===== src/rtl/ifetch_queue.sv =====
// ---------------------------------------------------------------------------
// ifetch_queue
//
// Purpose:
//   Instruction-fetch front end. It accepts fetch addresses from the PC
//   register, issues one instruction-memory read at a time, and queues the
//   returned {pc, instruction} pairs in a small FIFO for the decode stage.
//   A redirect (taken branch/jump) flushes the FIFO and discards any read
//   still in flight.
//
// Ports:
//   CLK         in   1   rising-edge clock for all state
//   reset       in   1   synchronous active-low reset
//   pc_in       in  32   fetch address
//   pc_valid    in   1   pc_in holds a fetch request
//   pc_ready    out  1   fetch request accepted this cycle
//   redirect    in   1   flush queued and in-flight fetches
//   imem_req    out  1   instruction-memory read request
//   imem_addr   out 32   instruction-memory address (stable while imem_req)
//   imem_ack    in   1   imem_rdata valid, completes the request
//   imem_rdata  in  32   instruction word from memory
//   inst_valid  out  1   inst / inst_pc hold the FIFO head
//   inst        out 32   instruction word at the head
//   inst_pc     out 32   fetch address of inst
//   inst_ready  in   1   decode consumes the head this cycle
//
// Parameter:
//   DEPTH       FIFO entries, power of 2 from 2 to 16 (default 4)
//
// Build option:
//   IFQ_BYPASS_EN  when defined, a word returning into an empty FIFO is
//                  presented on inst/inst_pc in the ack cycle itself and is
//                  only written into the FIFO if decode does not take it.
//
// FSM states:
//   state    | meaning
//   S_IDLE   | no read outstanding, may accept a new fetch
//   S_WAIT   | read outstanding, its data will be queued
//   S_DRAIN  | read outstanding, its data will be discarded (redirected)
// ---------------------------------------------------------------------------
module ifetch_queue #(
  parameter int DEPTH = 4
) (
  input  logic        CLK,
  input  logic        reset,
  input  logic [31:0] pc_in,
  input  logic        pc_valid,
  output logic        pc_ready,
  input  logic        redirect,
  output logic        imem_req,
  output logic [31:0] imem_addr,
  input  logic        imem_ack,
  input  logic [31:0] imem_rdata,
  output logic        inst_valid,
  output logic [31:0] inst,
  output logic [31:0] inst_pc,
  input  logic        inst_ready
);

  localparam int AW = $clog2(DEPTH);
  localparam logic [AW:0] FULL_COUNT = (AW+1)'(DEPTH);

  typedef enum logic [1:0] {
    S_IDLE,
    S_WAIT,
    S_DRAIN
  } state_t;

  state_t        state;
  logic          req_q;
  logic [31:0]   addr_q;
  logic [AW-1:0] wr_ptr;
  logic [AW-1:0] rd_ptr;
  logic [AW:0]   count;

  logic [31:0]   fifo_inst [DEPTH];
  logic [31:0]   fifo_pc   [DEPTH];

  logic          fifo_empty;
  logic          accept;
  logic          ack_keep;
  logic          bypass_hit;
  logic          bypass_take;
  logic          push;
  logic          pop;

  assign fifo_empty = (count == '0);

  // Accepting only with a free slot is what makes FIFO overflow impossible:
  // the single outstanding read always has somewhere to land.
  assign pc_ready = reset && (state == S_IDLE) && !redirect && (count < FULL_COUNT);
  assign accept   = pc_valid && pc_ready;

  // Returning data that is still wanted (not redirected away).
  assign ack_keep = (state == S_WAIT) && imem_ack && !redirect;

`ifdef IFQ_BYPASS_EN
  assign bypass_hit  = reset && fifo_empty && ack_keep;
  assign bypass_take = bypass_hit && inst_ready;
`else
  assign bypass_hit  = 1'b0;
  assign bypass_take = 1'b0;
`endif

  // A word consumed straight off the memory bus never enters the FIFO.
  assign push = ack_keep && !bypass_take;
  assign pop  = !fifo_empty && inst_ready;

  assign inst_valid = !fifo_empty || bypass_hit;
  assign inst       = bypass_hit ? imem_rdata : fifo_inst[rd_ptr];
  assign inst_pc    = bypass_hit ? addr_q     : fifo_pc[rd_ptr];

  assign imem_req  = req_q;
  assign imem_addr = addr_q;

  // Fetch FSM. Reset abandons any outstanding read without draining; the
  // memory side is expected to tolerate the dropped request.
  always_ff @(posedge CLK) begin
    if (!reset) begin
      state  <= S_IDLE;
      req_q  <= 1'b0;
      addr_q <= '0;
    end else begin
      case (state)
        S_IDLE: begin
          if (accept) begin
            state  <= S_WAIT;
            req_q  <= 1'b1;
            addr_q <= pc_in;
          end
        end
        S_WAIT: begin
          if (imem_ack) begin
            state <= S_IDLE;
            req_q <= 1'b0;
          end else if (redirect) begin
            state <= S_DRAIN;
          end
        end
        S_DRAIN: begin
          // The ack completes the memory transaction even if another
          // redirect arrives with it, so there is nothing left to drain.
          if (imem_ack) begin
            state <= S_IDLE;
            req_q <= 1'b0;
          end
        end
        default: begin
          state <= S_IDLE;
          req_q <= 1'b0;
        end
      endcase
    end
  end

  // Occupancy and pointers. Redirect wins over any push/pop in its cycle.
  always_ff @(posedge CLK) begin
    if (!reset) begin
      wr_ptr <= '0;
      rd_ptr <= '0;
      count  <= '0;
    end else if (redirect) begin
      wr_ptr <= '0;
      rd_ptr <= '0;
      count  <= '0;
    end else begin
      if (push) begin
        wr_ptr <= wr_ptr + 1'b1;
      end
      if (pop) begin
        rd_ptr <= rd_ptr + 1'b1;
      end
      case ({push, pop})
        2'b10:   count <= count + 1'b1;
        2'b01:   count <= count - 1'b1;
        default: count <= count;
      endcase
    end
  end

  // Storage needs no reset: entries are only read when count says valid.
  always_ff @(posedge CLK) begin
    if (reset && !redirect && push) begin
      fifo_inst[wr_ptr] <= imem_rdata;
      fifo_pc[wr_ptr]   <= addr_q;
    end
  end

endmodule

===== config.mk =====
export PLATFORM = sky130hd
export DESIGN_NAME = ifetch_queue
export DESIGN_NICKNAME = d
export VERILOG_FILES = /design/src/rtl/ifetch_queue.sv
export SDC_FILE = /design/constraint.sdc
export NUM_CORES = 1
export LEC_CHECK = 0
export ABC_AREA = 1
export BUFFER_PORTS_ARGS = -buffer_cell sky130_fd_sc_hd__buf_2
export CAP_MARGIN = 20
export CORE_MARGIN = 2
export CORE_UTILIZATION = 31
export DETAILED_ROUTE_END_ITERATION = 10
export HOLD_SLACK_MARGIN = 0.05
export SYNTH_ARGS = -nofsm -noshare
export SYNTH_HDL_FRONTEND = slang
export SYNTH_SLANG_ARGS = --single-unit

===== constraint.sdc =====
create_clock -name CLK -period 3.7 [get_ports CLK]
set_input_delay 0.555 -clock CLK [delete_from_list [all_inputs] [get_ports CLK]]
set_output_delay 0.555 -clock CLK [all_outputs]
set_load 0.01 [all_outputs]

==> results.cfg <==
[power_and_ir_drop]
p_sw_share_pct = 20.94
cell_internal_pwr_mw = 5.815
power_frac_seq_pct = 51.5
comb_power_share_pct = 4.9
total_leakage_power_nw = 4.874
power_frac_clock_pct = 43.5
pwr_density_cell_nw_per_um2 = 538.8
max-vdd-ir-drop_v = 0.0003132
total_switching_power_mw = 1.540

[sta]
timing.final.crit_share_pct = 89.99
max-slew-margin-rel_pct = 40.12
finalMaxSlewViolations = 0
finalCriticalPeriod_ns = 3.330
setup_violations = 0
fin_skew_ns = 0.01194
worst_slew_pin_slew_ns = 0.8983
clock.fmax_mhz = 300.3
timing.final.ws_setup_ns = 0.3705
grt_setup_unrepaired = no
whs_ns = 0.2167
final_hold_violation_count = 0

[final_layout]
finalCoreUtilization_pct = 38.29
n_antenna_cell = 0
share_of_cells_above_drive_strength_1_pct = 23.61
finished_layout_cell_area_um2 = 13650
layout-area-overhead-vs-synth_pct = 21.35
layout.nets = 1096

[yosys]
synth.cell_area_um2 = 11250
synth_cells = 854
synth_seq_area_share_pct = 76.16
yosysWarningCount = 0
synthesis.nets = 933
yosys_register_bits = 300
synth.distinct_cells = 23
postSynthAreaPerCell_um2 = 13.17

[setup_path]
cp.arrival_ns = 2.77
worst_ep_required_time_ns = 3.14
regToRegStartpoint = state[1]$_SDFFE_PN0P_
worst_r2r_path_depth = 12
critPathLaunchType = register
crit_path_end_kind = output port
worstSetupPathType = reg -> out
worst-path-max-fanout = 88
rrSetupSlack_ns = 1.53
crit-reg2reg-capture = count[2]$_SDFFE_PP0P_

[die]
die_span_x_um = 194.5
die_height_um = 194.5
area_enclosed_by_the_die_boundary_um2 = 37830
core_area_um2 = 35660
initial_utilization_pct = 31.55
boundaryPins = 169
floorplan.rows = 69

[placed_design]
placed_cell_area_um2 = 12590
dp_hpwl_um = 15570
dpl_worst_slack_ns = 0.9552
io_buffers = 168
place.gp.congestion = 0.6999

[routing]
top_signal_layer_used = met4
post-route-drc-count = 0
met1_length_um = 11720
drt_iter0_drc = 292
total_via_count_in_the_routed_design = 7250
met3_wirelength_um = 1601
first_pass_iters = 4
met2RoutedLength_um = 12820
ant_nets = 0
wl_um = 26590
drt-wirelength-per-cell_um = 17.69
vias_per_cell = 4.824

[min_path]
hold_depth = 1
holdCritPathClass = in -> reg
worst_hold_path.endpoint = fifo_inst[1][0]$_DFFE_PP_
hp-start = imem_rdata[0]

[clock_network]
clock_latency_ns = 0.55
clock-sinks = 300
post_cts_setup_buffer_count = 0
clock-root-buffer = sky130_fd_sc_hd__clkbuf_16
cts_inserted_buffers = 31
max-clock-path-buffers = 3
depth_of_the_cts_h_tree = 1
cts_hold_buffers = 0
clkTransAtPathRegs_ns = 0.06
post_cts.resized_instances = 0
cts_tree = done

[flow_run]
total_of_max_cap_violations = 0

[outcome]
status = complete, no violations

[global_route]
antenna_violations_before_repair = 0
first_global_vias = 7061
grt_first_pass_wirelength_um = 40760
pin_count_of_the_biggest_net_entering_global_routing = 89
grt_overflow_total = 0
grt_usage_pct = 13.79
layout make-up:
cell class,count,area [um2]
inverters,22,85.08
flip-flops and latches,300,8573
fillers,3399,22000
repair buffers,184,985.9
clock inverters,17,216.5
multi-input cells,478,2371
well taps,461,576.8
clock buffers,41,844.6
worst max-delay path, cell delays in order (launching register included):
cell                      delay (ns)
sky130_fd_sc_hd__dfxtp_4        0.62
sky130_fd_sc_hd__buf_4          0.73
sky130_fd_sc_hd__o21ai_0        0.20
sky130_fd_sc_hd__o22ai_1        0.33
sky130_fd_sc_hd__buf_2          0.20
per-stage QoR:
| stage | total power, mW | TNS, ns | instances |
|---|---|---|---|
| 6_report | 7.356 | 0 | 1503 |
| 4_1_cts | 7.448 | 0 | 1503 |
| 5_1_grt | 7.626 | 0 | 1503 |
| 2_1_floorplan | 4.054 | -78.17 | 854 |
| 3_5_place_dp | 4.232 | 0 | 1445 |
| 3_3_place_gp | 4.225 | 0 | 1445 |
power by group through the flow:
| stage | Combinational [mW] | Sequential (mW) | Clock [mW] |
|---|---|---|---|
| 6_report | 0.363 | 3.79 | 3.20 |
| 5_1_grt | 0.409 | 3.80 | 3.42 |
| 4_1_cts | 0.370 | 3.79 | 3.29 |
| 3_5_place_dp | 0.369 | 3.86 | 0 |
| 3_3_place_gp | 0.365 | 3.86 | 0 |
| 2_1_floorplan | 0.195 | 3.86 | 0 |
layout by cell type (no fill, tap or decap):
master	count
sky130_fd_sc_hd__edfxtp_1	256
sky130_fd_sc_hd__or2_2	1
sky130_fd_sc_hd__clkinv_2	7
sky130_fd_sc_hd__nor3_4	1
sky130_fd_sc_hd__buf_2	168
sky130_fd_sc_hd__nor2_1	135
sky130_fd_sc_hd__dfxtp_4	1
sky130_fd_sc_hd__dfxtp_1	42
sky130_fd_sc_hd__nor2_4	5
sky130_fd_sc_hd__buf_4	14
sky130_fd_sc_hd__ha_1	8
sky130_fd_sc_hd__dfxtp_2	1
sky130_fd_sc_hd__clkbuf_1	8
sky130_fd_sc_hd__nand2_1	49
sky130_fd_sc_hd__nand2_2	1
sky130_fd_sc_hd__inv_1	19
sky130_fd_sc_hd__fa_1	1
sky130_fd_sc_hd__inv_6	1
sky130_fd_sc_hd__inv_2	2
sky130_fd_sc_hd__o22ai_1	64
sky130_fd_sc_hd__clkinvlp_4	2
sky130_fd_sc_hd__clkbuf_16	32
sky130_fd_sc_hd__bufinv_16	5
sky130_fd_sc_hd__clkinv_1	2
sky130_fd_sc_hd__clkbuf_8	1
sky130_fd_sc_hd__xor2_1	1
sky130_fd_sc_hd__a21oi_1	43
sky130_fd_sc_hd__buf_12	2
sky130_fd_sc_hd__inv_4	1
sky130_fd_sc_hd__o21ai_0	134
sky130_fd_sc_hd__nand3_1	34
sky130_fd_sc_hd__nand3_2	1
per-layer routing:
layer / up-vias / GRT usage (%)
met5: - / 0
met4: 0 / 3.077
met3: 38 / 2.724
met2: 196 / 23.51
met1: 3555 / 18.19
li1: 3461 / -
cells in the mapped netlist:
cell type | count | share of area, %
sky130_fd_sc_hd__dfxtp_1 | 44 | 7.8
sky130_fd_sc_hd__fa_1 | 1 | 0.18
sky130_fd_sc_hd__o21ai_0 | 134 | 6.0
sky130_fd_sc_hd__nor2_1 | 139 | 4.6
sky130_fd_sc_hd__nand3_1 | 34 | 1.5
sky130_fd_sc_hd__or2_2 | 1 | 0.056
sky130_fd_sc_hd__buf_6 | 3 | 0.30
sky130_fd_sc_hd__xor2_1 | 1 | 0.078
sky130_fd_sc_hd__inv_2 | 3 | 0.10
sky130_fd_sc_hd__nor2_4 | 1 | 0.10
sky130_fd_sc_hd__clkbuf_4 | 1 | 0.067
sky130_fd_sc_hd__a21oi_1 | 43 | 1.9
sky130_fd_sc_hd__nor3_4 | 1 | 0.14
sky130_fd_sc_hd__clkbuf_2 | 2 | 0.089
sky130_fd_sc_hd__nand2_2 | 1 | 0.056
sky130_fd_sc_hd__nand2_1 | 49 | 1.6
sky130_fd_sc_hd__clkbuf_1 | 26 | 0.87
sky130_fd_sc_hd__edfxtp_1 | 256 | 68
sky130_fd_sc_hd__nand3_2 | 1 | 0.089
sky130_fd_sc_hd__buf_2 | 22 | 0.98
sky130_fd_sc_hd__o22ai_1 | 64 | 3.6
sky130_fd_sc_hd__inv_1 | 19 | 0.63
sky130_fd_sc_hd__ha_1 | 8 | 0.89
flip-flops by register name, indices dropped and copies added (netlist names), named ones only:
name,count
count,3
fifo_inst,128
fifo_pc,128
imem_addr,32
imem_req,1
rd_ptr,2
state,2
wr_ptr,2
worst max-delay path by stage:
stage / from / end / cells after the start
final: register / inst_pc[9] / 4
after global placement: register / inst_pc[9] / 4
after floorplan: reset / fifo_inst[0][0]$_DFFE_PP_ / 4
after detailed placement: register / inst_pc[30] / 4
after CTS: register / inst_pc[30] / 4
after global routing: register / inst_pc[9] / 4
cells by family after synthesis:
family	count (synthesis)	synth area share, %
adder cells (fa/ha/maj)	9	1.068
buffers and inverters	76	3.036
flip-flops	300	76.16
XOR/XNOR	1	0.07786
AO/OA/AOI/OAI	241	11.43
AND/OR/NAND/NOR	227	8.230
Power figures use the tool's default switching activity.
